File: src/rtl/pid_controller_core_if.sv
// ---------------------------------------------------------------------------
// pid_controller_core_if
// Sample, control and coefficient bundle between the upstream
// filter/host side and the PID computation core.
//   data_in/dv_in           : signed input sample and its one-cycle strobe
//   lock_en_in              : loop active (1) or held cleared (0)
//   setpoint_in, *_coef_in  : signed host parameters
//   update_en_in/update_in  : gated parameter-load trigger
//   data_out/dv_out         : saturated signed result and its strobe
// master = sample/host side, slave = PID core.
// ---------------------------------------------------------------------------
interface pid_controller_core_if #(
   parameter int W_IN   = 18,
   parameter int W_COEF = 16,
   parameter int W_OUT  = 18
);
   logic signed [W_IN-1:0]   data_in;
   logic                     dv_in;
   logic                     lock_en_in;
   logic signed [W_COEF-1:0] setpoint_in;
   logic signed [W_COEF-1:0] p_coef_in;
   logic signed [W_COEF-1:0] i_coef_in;
   logic signed [W_COEF-1:0] d_coef_in;
   logic                     update_en_in;
   logic                     update_in;
   logic signed [W_OUT-1:0]  data_out;
   logic                     dv_out;

   modport master (
      output data_in, dv_in, lock_en_in, setpoint_in, p_coef_in, i_coef_in,
             d_coef_in, update_en_in, update_in,
      input  data_out, dv_out
   );

   modport slave (
      input  data_in, dv_in, lock_en_in, setpoint_in, p_coef_in, i_coef_in,
             d_coef_in, update_en_in, update_in,
      output data_out, dv_out
   );
endinterface

File: src/rtl/pid_controller_core.sv
// ---------------------------------------------------------------------------
// pid_controller_core
// Fully pipelined fixed-point PID: u = P*e + I*sum(e) + D*(e - e_prev),
// e = setpoint - sample, result saturated to W_OUT bits. One sample per
// cycle, result strobed 4 edges after the input strobe.
// Ports:
//   clk_in   : system clock, rising edge
//   n_rst_in : synchronous active-low reset, clears all state
//   pid_bus  : slave side of pid_controller_core_if (samples, control,
//              coefficients, result)
// ---------------------------------------------------------------------------
module pid_controller_core #(
   parameter int W_IN   = 18,
   parameter int W_COEF = 16,
   parameter int W_OUT  = 18,
   parameter int W_INTG = 36
) (
   input logic                  clk_in,
   input logic                  n_rst_in,
   pid_controller_core_if.slave pid_bus
);

   localparam int E_W   = W_IN + 1;
   localparam int D_W   = W_IN + 2;
   localparam int PP_W  = W_COEF + E_W;
   localparam int PI_W  = W_COEF + W_INTG;
   localparam int PD_W  = W_COEF + D_W;
   localparam int SUM_W = W_COEF + W_INTG + 2;

   // Symmetric clamp so the accumulator never wraps and never reaches -2^(W-1).
   function automatic logic signed [W_INTG-1:0] sat_intg(input logic signed [W_INTG:0] x);
      logic signed [W_INTG:0] hi;
      logic signed [W_INTG:0] lo;
      hi = '0;
      hi[W_INTG-2:0] = '1;
      lo = -hi;
      if (x > hi)      sat_intg = hi[W_INTG-1:0];
      else if (x < lo) sat_intg = lo[W_INTG-1:0];
      else             sat_intg = x[W_INTG-1:0];
   endfunction

   function automatic logic signed [W_OUT-1:0] sat_out(input logic signed [SUM_W-1:0] x);
      logic signed [SUM_W-1:0] hi;
      logic signed [SUM_W-1:0] lo;
      hi = '0;
      hi[W_OUT-2:0] = '1;
      lo = ~hi;
      if (x > hi)      sat_out = hi[W_OUT-1:0];
      else if (x < lo) sat_out = lo[W_OUT-1:0];
      else             sat_out = x[W_OUT-1:0];
   endfunction

   logic signed [W_COEF-1:0] sp_r, p_r, i_r, d_r;

   logic                     vld_p1, lock_p1;
   logic signed [E_W-1:0]    e_p1;
   logic signed [W_COEF-1:0] p_p1, i_p1, d_p1;

   logic signed [W_INTG-1:0] intg;
   logic signed [E_W-1:0]    e_prev;

   logic                     vld_p2, zero_p2;
   logic signed [E_W-1:0]    e_p2;
   logic signed [D_W-1:0]    delta_p2;
   logic signed [W_COEF-1:0] p_p2, i_p2, d_p2;

   logic                     vld_p3, zero_p3;
   logic signed [PP_W-1:0]   prod_p_p3;
   logic signed [PI_W-1:0]   prod_i_p3;
   logic signed [PD_W-1:0]   prod_d_p3;

   logic                     vld_p4, zero_p4;
   logic signed [SUM_W-1:0]  sum_p4;

   logic signed [E_W-1:0]    e_next;
   logic signed [W_INTG:0]   intg_sum;
   logic signed [D_W-1:0]    delta_next;

   always_comb begin
      e_next     = E_W'(sp_r) - E_W'(pid_bus.data_in);
      intg_sum   = (W_INTG+1)'(intg) + (W_INTG+1)'(e_p1);
      delta_next = D_W'(e_p1) - D_W'(e_prev);
   end

   always_ff @(posedge clk_in) begin
      if (!n_rst_in) begin
         sp_r             <= '0;
         p_r              <= '0;
         i_r              <= '0;
         d_r              <= '0;
         vld_p1           <= 1'b0;
         lock_p1          <= 1'b0;
         e_p1             <= '0;
         p_p1             <= '0;
         i_p1             <= '0;
         d_p1             <= '0;
         intg             <= '0;
         e_prev           <= '0;
         vld_p2           <= 1'b0;
         zero_p2          <= 1'b0;
         e_p2             <= '0;
         delta_p2         <= '0;
         p_p2             <= '0;
         i_p2             <= '0;
         d_p2             <= '0;
         vld_p3           <= 1'b0;
         zero_p3          <= 1'b0;
         prod_p_p3        <= '0;
         prod_i_p3        <= '0;
         prod_d_p3        <= '0;
         vld_p4           <= 1'b0;
         zero_p4          <= 1'b0;
         sum_p4           <= '0;
         pid_bus.data_out <= '0;
         pid_bus.dv_out   <= 1'b0;
      end else begin
         if (pid_bus.update_in && pid_bus.update_en_in) begin
            sp_r <= pid_bus.setpoint_in;
            p_r  <= pid_bus.p_coef_in;
            i_r  <= pid_bus.i_coef_in;
            d_r  <= pid_bus.d_coef_in;
         end

         // Stage 1: error; coefficients travel with the sample so a load on
         // the same edge only affects later samples.
         vld_p1 <= pid_bus.dv_in;
         if (pid_bus.dv_in) begin
            lock_p1 <= pid_bus.lock_en_in;
            e_p1    <= e_next;
            p_p1    <= p_r;
            i_p1    <= i_r;
            d_p1    <= d_r;
         end

         // Stage 2: integral and derivative state
         vld_p2 <= vld_p1;
         if (vld_p1) begin
            e_p2 <= e_p1;
            p_p2 <= p_p1;
            i_p2 <= i_p1;
            d_p2 <= d_p1;
            if (lock_p1) begin
               intg     <= sat_intg(intg_sum);
               delta_p2 <= delta_next;
               e_prev   <= e_p1;
               zero_p2  <= 1'b0;
            end else begin
               intg     <= '0;
               delta_p2 <= '0;
               e_prev   <= '0;
               zero_p2  <= 1'b1;
            end
         end

         // Stage 3: products; intg still holds this sample's updated sum here
         vld_p3 <= vld_p2;
         if (vld_p2) begin
            zero_p3   <= zero_p2;
            prod_p_p3 <= PP_W'(p_p2) * PP_W'(e_p2);
            prod_i_p3 <= PI_W'(i_p2) * PI_W'(intg);
            prod_d_p3 <= PD_W'(d_p2) * PD_W'(delta_p2);
         end

         // Stage 4: full-width sum
         vld_p4 <= vld_p3;
         if (vld_p3) begin
            zero_p4 <= zero_p3;
            sum_p4  <= SUM_W'(prod_p_p3) + SUM_W'(prod_i_p3) + SUM_W'(prod_d_p3);
         end

         // Output: saturate; data_out holds between results
         pid_bus.dv_out <= vld_p4;
         if (vld_p4) begin
            pid_bus.data_out <= zero_p4 ? '0 : sat_out(sum_p4);
         end
      end
   end

endmodule

File: src/flat_wrapper.sv
// flat-port wrapper written by rule: the top's interface ports become plain ports
module pid_controller_core_flat 
#(
   parameter int W_IN   = 18,
   parameter int W_COEF = 16,
   parameter int W_OUT  = 18,
   parameter int W_INTG = 36
)
  (clk_in, n_rst_in, pid_bus_data_in, pid_bus_dv_in, pid_bus_lock_en_in, pid_bus_setpoint_in, pid_bus_p_coef_in, pid_bus_i_coef_in, pid_bus_d_coef_in, pid_bus_update_en_in, pid_bus_update_in, pid_bus_data_out, pid_bus_dv_out);
  pid_controller_core_if #(.W_IN(W_IN), .W_COEF(W_COEF), .W_OUT(W_OUT)) pid_bus_i ();
  input logic clk_in;
  input logic n_rst_in;
  input wire logic [$bits(pid_bus_i.data_in)-1:0] pid_bus_data_in;
  input wire logic [$bits(pid_bus_i.dv_in)-1:0] pid_bus_dv_in;
  input wire logic [$bits(pid_bus_i.lock_en_in)-1:0] pid_bus_lock_en_in;
  input wire logic [$bits(pid_bus_i.setpoint_in)-1:0] pid_bus_setpoint_in;
  input wire logic [$bits(pid_bus_i.p_coef_in)-1:0] pid_bus_p_coef_in;
  input wire logic [$bits(pid_bus_i.i_coef_in)-1:0] pid_bus_i_coef_in;
  input wire logic [$bits(pid_bus_i.d_coef_in)-1:0] pid_bus_d_coef_in;
  input wire logic [$bits(pid_bus_i.update_en_in)-1:0] pid_bus_update_en_in;
  input wire logic [$bits(pid_bus_i.update_in)-1:0] pid_bus_update_in;
  output wire logic [$bits(pid_bus_i.data_out)-1:0] pid_bus_data_out;
  output wire logic [$bits(pid_bus_i.dv_out)-1:0] pid_bus_dv_out;
  assign pid_bus_i.data_in = pid_bus_data_in;
  assign pid_bus_i.dv_in = pid_bus_dv_in;
  assign pid_bus_i.lock_en_in = pid_bus_lock_en_in;
  assign pid_bus_i.setpoint_in = pid_bus_setpoint_in;
  assign pid_bus_i.p_coef_in = pid_bus_p_coef_in;
  assign pid_bus_i.i_coef_in = pid_bus_i_coef_in;
  assign pid_bus_i.d_coef_in = pid_bus_d_coef_in;
  assign pid_bus_i.update_en_in = pid_bus_update_en_in;
  assign pid_bus_i.update_in = pid_bus_update_in;
  assign pid_bus_data_out = pid_bus_i.data_out;
  assign pid_bus_dv_out = pid_bus_i.dv_out;
  pid_controller_core #(.W_IN(W_IN), .W_COEF(W_COEF), .W_OUT(W_OUT), .W_INTG(W_INTG)) u_core (.clk_in(clk_in), .n_rst_in(n_rst_in), .pid_bus(pid_bus_i));
endmodule
File: config.mk
export PLATFORM = sky130hd
export DESIGN_NAME = pid_controller_core_flat
export DESIGN_NICKNAME = d
export VERILOG_FILES = /design/src/rtl/pid_controller_core_if.sv /design/src/rtl/pid_controller_core.sv /design/src/flat_wrapper.sv
export SDC_FILE = /design/constraint.sdc
export NUM_CORES = 2
export LEC_CHECK = 0
export BUFFER_PORTS_ARGS = -buffer_cell sky130_fd_sc_hd__buf_2
export CORE_ASPECT_RATIO = 0.8
export CORE_MARGIN = 2
export CORE_UTILIZATION = 30
export CTS_CLUSTER_DIAMETER = 80
export DETAILED_ROUTE_END_ITERATION = 8
export SETUP_SLACK_MARGIN = 0.15
export SLEW_MARGIN = 10
export SYNTH_ARGS = -nofsm -noshare
export SYNTH_HDL_FRONTEND = slang
export SYNTH_SLANG_ARGS = --single-unit
File: constraint.sdc
create_clock -name clk_in -period 6.1 [get_ports clk_in]
set_clock_uncertainty 0.05 [all_clocks]
set_input_delay 1.22 -clock clk_in [delete_from_list [all_inputs] [get_ports clk_in]]
set_output_delay 1.22 -clock clk_in [all_outputs]
set_load 0.005 [all_outputs]
# Word-level counts from Yosys, hierarchy flattened
# Index checks and enable logic that the tools add are counted.
# classes
n_addsub	5
n_mul	3
magnitude_cmp	4
mux	9
n_reduce_logical	1
# op_table
op	count
$mux 36	3
$add 53x36->54	1
$gt 54x18->1 const B	1
$lt 54x18->1 const B	1
$mux 18	3
$add 35x52->53	1
$mul 16x36->52	1
$add 36x19->37	1
$gt 37x36->1 const B	1
$lt 37x36->1 const B	1
$mul 16x20->36	1
$mul 16x19->35	1
$mux 20	1
$sub 19x19->20	1
$mux 19	1
$sub 16x18->19	1
$logic_and 1x1->1	1
$mux 1	1
# totals
reg_bits	477
out_inout_bits	19
wordCells	51

# Longest topological paths before layout
# depth
ltp_word	5
ltp_mapped	27
depth_no_buf	25

# Worst setup path before layout
# OpenSTA, ideal clock, no wires.
# synth_path
path_kind	reg2reg
start	reg u_core.e_p2[16]
end	reg u_core.prod_p_p3[34]
setup_time_ps	118
arrival_ps	6526
required_time_ps	5932
setup_slack_ps	-594
stages_incl_launch_ff	26
synth_period_minus_slack_ps	6694
path_cell_list	dfxtp_1 clkbuf_1 nand2_1 fa_1 inv_1 fa_1 inv_1 fa_1 inv_1 fa_1 fa_1 inv_1 fa_1 inv_1 ha_1 and3_1 and3_1 a221oi_1 o21ai_0 a211oi_1 a21oi_1 a211o_1 nand2_1 o21ai_0 or3_1 a32o_1
# synth_via
elab_chain_cells	1
# synth_lines
element	line	rtl
from (decl)	pid_controller_core.sv:63	logic signed [E_W-1:0] e_p2;
from (signal assigned)	pid_controller_core.sv:138	e_p2 <= e_p1;
$mul 16x19->35	pid_controller_core.sv:159	prod_p_p3 <= PP_W'(p_p2) * PP_W'(e_p2);
to (signal assigned)	pid_controller_core.sv:159	
to (decl)	pid_controller_core.sv:68	logic signed [PP_W-1:0] prod_p_p3;
# Every way passes these cells.
# A chain may end at the register's enable or synchronous reset.

# Worst setup path after layout
# layout_path
start	reg u_core.i_p2[6]
end	reg u_core.prod_i_p3[30]
# layout_via
elab_chain_cells	1
# layout_lines
element	line	rtl
from (decl)	pid_controller_core.sv:65	logic signed [W_COEF-1:0] p_p2, i_p2, d_p2;
from (signal assigned)	pid_controller_core.sv:140	i_p2 <= i_p1;
$mul 16x36->52	pid_controller_core.sv:160	prod_i_p3 <= PI_W'(i_p2) * PI_W'(intg);
to (signal assigned)	pid_controller_core.sv:160	
to (decl)	pid_controller_core.sv:69	logic signed [PI_W-1:0] prod_i_p3;
# Every way passes these cells.

==> impl_metrics.tcl <==
set metrics [dict create \
    min_path_type "reg2reg" \
    first_pass_iters 6 \
    dpl.hpwl_um 165000 \
    synth.mux.area_fraction_pct 3.26 \
    clock_sinks 477 \
    synth-edff-count 0 \
    postSynthCellCount 7565 \
    routedWlPerCell_um 18.0 \
    slowest_stage "fa_2" \
    final_nets 9968 \
    clock-root-buffer "clkbuf_16" \
    crit_fanout 5 \
    drv_slew 0 \
    clock.fmax_mhz 156 \
    core_area_sq_um 222000 \
    setup_viol 46 \
    drc 0 \
    synth_top_area_share_pct 36.5 \
    hold_violations 0 \
    numPlacedInstances 11013 \
    drt_first_iter_violations 3579 \
    ys_async_sr_fraction_pct 0 \
    syn_nets 9298 \
    vias 53488 \
    clk_pin_slew_ps 60 \
    start_util_pct 30.1 \
    layout_min_cycle_time_ps 6410 \
    cts_tree "built" \
    drv_cap 0 \
    clkLatencyLatePin_ps 680 \
    synth_top_family_by_area "adder cells" \
    ios 107 \
    end_kind "flip-flop" \
    cts_buffer_depth 3 \
    die_width_um 532 \
    worst_slew_pin_slew_ps 1070 \
    fin_util_pct 36.9 \
    setup_slack_ps -307 \
    synth_area_leader_cell "fa_1" \
    numCtsBuffers 57 \
    track_usage_pct 17.6 \
    rsz0062_at_grt "yes" \
    antenna_found_initial 7 \
    synth_xor_area_share_pct 2.67 \
    grt_pass1_wl_um 316000 \
    startpoint_type "flip-flop" \
    cpPeakStageDelay_ps 540 \
    relSlewSlack_pct 28.8 \
    yosys-top-cells-count "inv_1 (1421), fa_1 (1220), nand2_1 (957), nor2_1 (511), and2_1 (490)" \
    h-tree-depth 2 \
    synthAdderAreaFrac_pct 44.5 \
    wl_um 202000 \
    power_density_nw_per_um2 97.0 \
    fp-row-count 155 \
    outcome "finished, violations left" \
    ir_drop_uv 211 \
    synth_seq_cells 477 \
    synth_top_flop_cell "dfxtp_1" \
    drive_above_1_share_pct 19.7 \
    avgViaCountPerCell 4.75 \
    syn_area_per_cell_sq_um 8.85 \
    synth_area_sq_um 66900 \
    die_y_um 426 \
    violations "negative setup slack" \
    grt_max_degree 168 \
    ys_warn_count 0 \
    dieArea_sq_um 227000 \
    synth_compound_area_share_pct 9.47 \
    required_ps 6630 \
    area_delta_synth_final_pct 22.6 \
    synth.area.top_cells "fa_1 (36%), dfxtp_1 (14%), inv_1 (8.0%)" \
    crit_type "reg2reg" \
    synth_simple_gate_area_share_pct 15.8 \
    overflow 0 \
    layout.cells.non_filler 11270 \
    post-route-period-util_pct 105 \
    critPathArrivalTime_ps 6930 \
    place_congestion 0.918 \
    port_buffers 106 \
    synthDistinctLibCells 98 \
    postRouteAntennaNets 0 \
    ys_seq_area_share_pct 14.3 \
    p_leak_uw 0.0396 \
    yosysMostFrequentCell "inv_1" \
    crit_chain "buf_6, buf_16, and2_4, fa_2, inv_1, fa_2, fa_2, fa_1, inv_1, fa_1, fa_1, ha_4, and2_4, a22o_1, o41a_1, and3_4, o21a_4, o21ai_4, a21boi_2, o21a_1, or3_1, a32o_1" \
    fillers 22258 \
    grt_pass1_vias 55353 \
]
==> report_power, final <==
group | internal (uW) | leakage [uW] | switching, uW
clock | 2050 | 0.000954 | 1590
combinational | 402 | 0.0348 | 657
sequential | 3160 | 0.00392 | 96.7
total | 5620 | 0.0396 | 2350
==> critical path, delay by kind of cell, from the launching register on <==
| family | cells | cell delay [ps] |
|---|---|---|
| AND/OR/NAND/NOR | 4 | 820 |
| adder cells (fa/ha/maj) | 7 | 3200 |
| buffers and inverters | 4 | 370 |
| AO/OA/AOI/OAI | 7 | 1490 |
| flip-flops | 1 | 390 |
==> sequential cells by signal, summed over array words and instances, names as in the netlist, 18 cells and up <==
signal                   count
u_core.sum_p4               54
u_core.prod_i_p3            52
u_core.intg                 36
u_core.prod_d_p3            36
u_core.prod_p_p3            35
u_core.delta_p2             20
u_core.e_p1                 19
u_core.e_p2                 19
u_core.e_prev               19
u_core.pid_bus.data_out     18
==> cell families (layout without fill, tap and decap cells) <==
kind of cell,Yosys count,after routing
simple gates,2284,2284
buf+inv,1775,2494
fa+ha+maj,1651,1651
compound gates,956,956
flops,477,477
mux,218,218
xor+xnor,204,204
other cells,0,3
==> cell type report <==
cell class / count / area (sq um) / share of cell area [%]
multi-input combinational: 5313 / 52900 / 64.4
sequential: 477 / 9770 / 11.9
timing repair buffer: 962 / 8350 / 10.2
inverter: 1424 / 5350 / 6.52
tap: 2983 / 3730 / 4.55
clock buffer: 75 / 1610 / 1.96
clock inverter: 33 / 360 / 0.439
antenna: 3 / 7.51 / 0.00915
==> metrics by stage <==
| stage | setup slack (ps) | hold WS [ps] | total power [uW] | setup TNS, ps | area, sq um |
|---|---|---|---|---|---|
| after floorplan | -67.2 | 386 | 3930 | -122 | 67700 |
| after global placement | -645 | 392 | 4330 | -18280 | 76100 |
| after detailed placement | -714 | 398 | 4350 | -22420 | 76100 |
| after CTS | -312 | 406 | 8010 | -5650 | 80400 |
| after global routing | -515 | 421 | 8240 | -16770 | 82100 |
| final | -307 | 404 | 7960 | -5600 | 82100 |
==> metal layers <==
metal	GRT usage [%]	share of wire, %	up-vias
met5	0	0.019	-
met4	3.10	2.0	6
met3	3.57	7.9	219
met2	27.0	43	1513
met1	25.6	47	26903
li1	-	-	24847
==> path summary, 6_finish.rpt <==
check	from	to	slack (ps)	cells after the start
worst max register to register	u_core.i_p2[6]	u_core.prod_i_p3[30]	-310	22
worst min register to register	u_core.p_r[11]	u_core.p_r[11]	400	2
worst max-delay path	u_core.i_p2[6]	u_core.prod_i_p3[30]	-310	22
worst min-delay path	u_core.p_r[11]	u_core.p_r[11]	400	2
==> layout by cell type (no fill, tap or decap), drive strengths merged, types with 47 or more instances in the layout <==
cell and instances:
xnor2 152, o21ai 148, and2 490, buf 957
mux2i 217, xor2 52, a21oi 307, nand2 957
dfxtp 477, nor2 511, nand2b 47, nand3 69
fa 1220, inv 1431, ha 425, a21o 131
clkbuf 76
==> repair_timing <==
action / in CTS / in global routing
gates cloned: 11 / 1
setup buffers: 75 / 59
hold buffers: 0 / 0
setup endpoints to repair: 75 / 77
pin swaps: 235 / 265
gates resized for setup: 394 / 297
(Power assumes the default switching activity.)
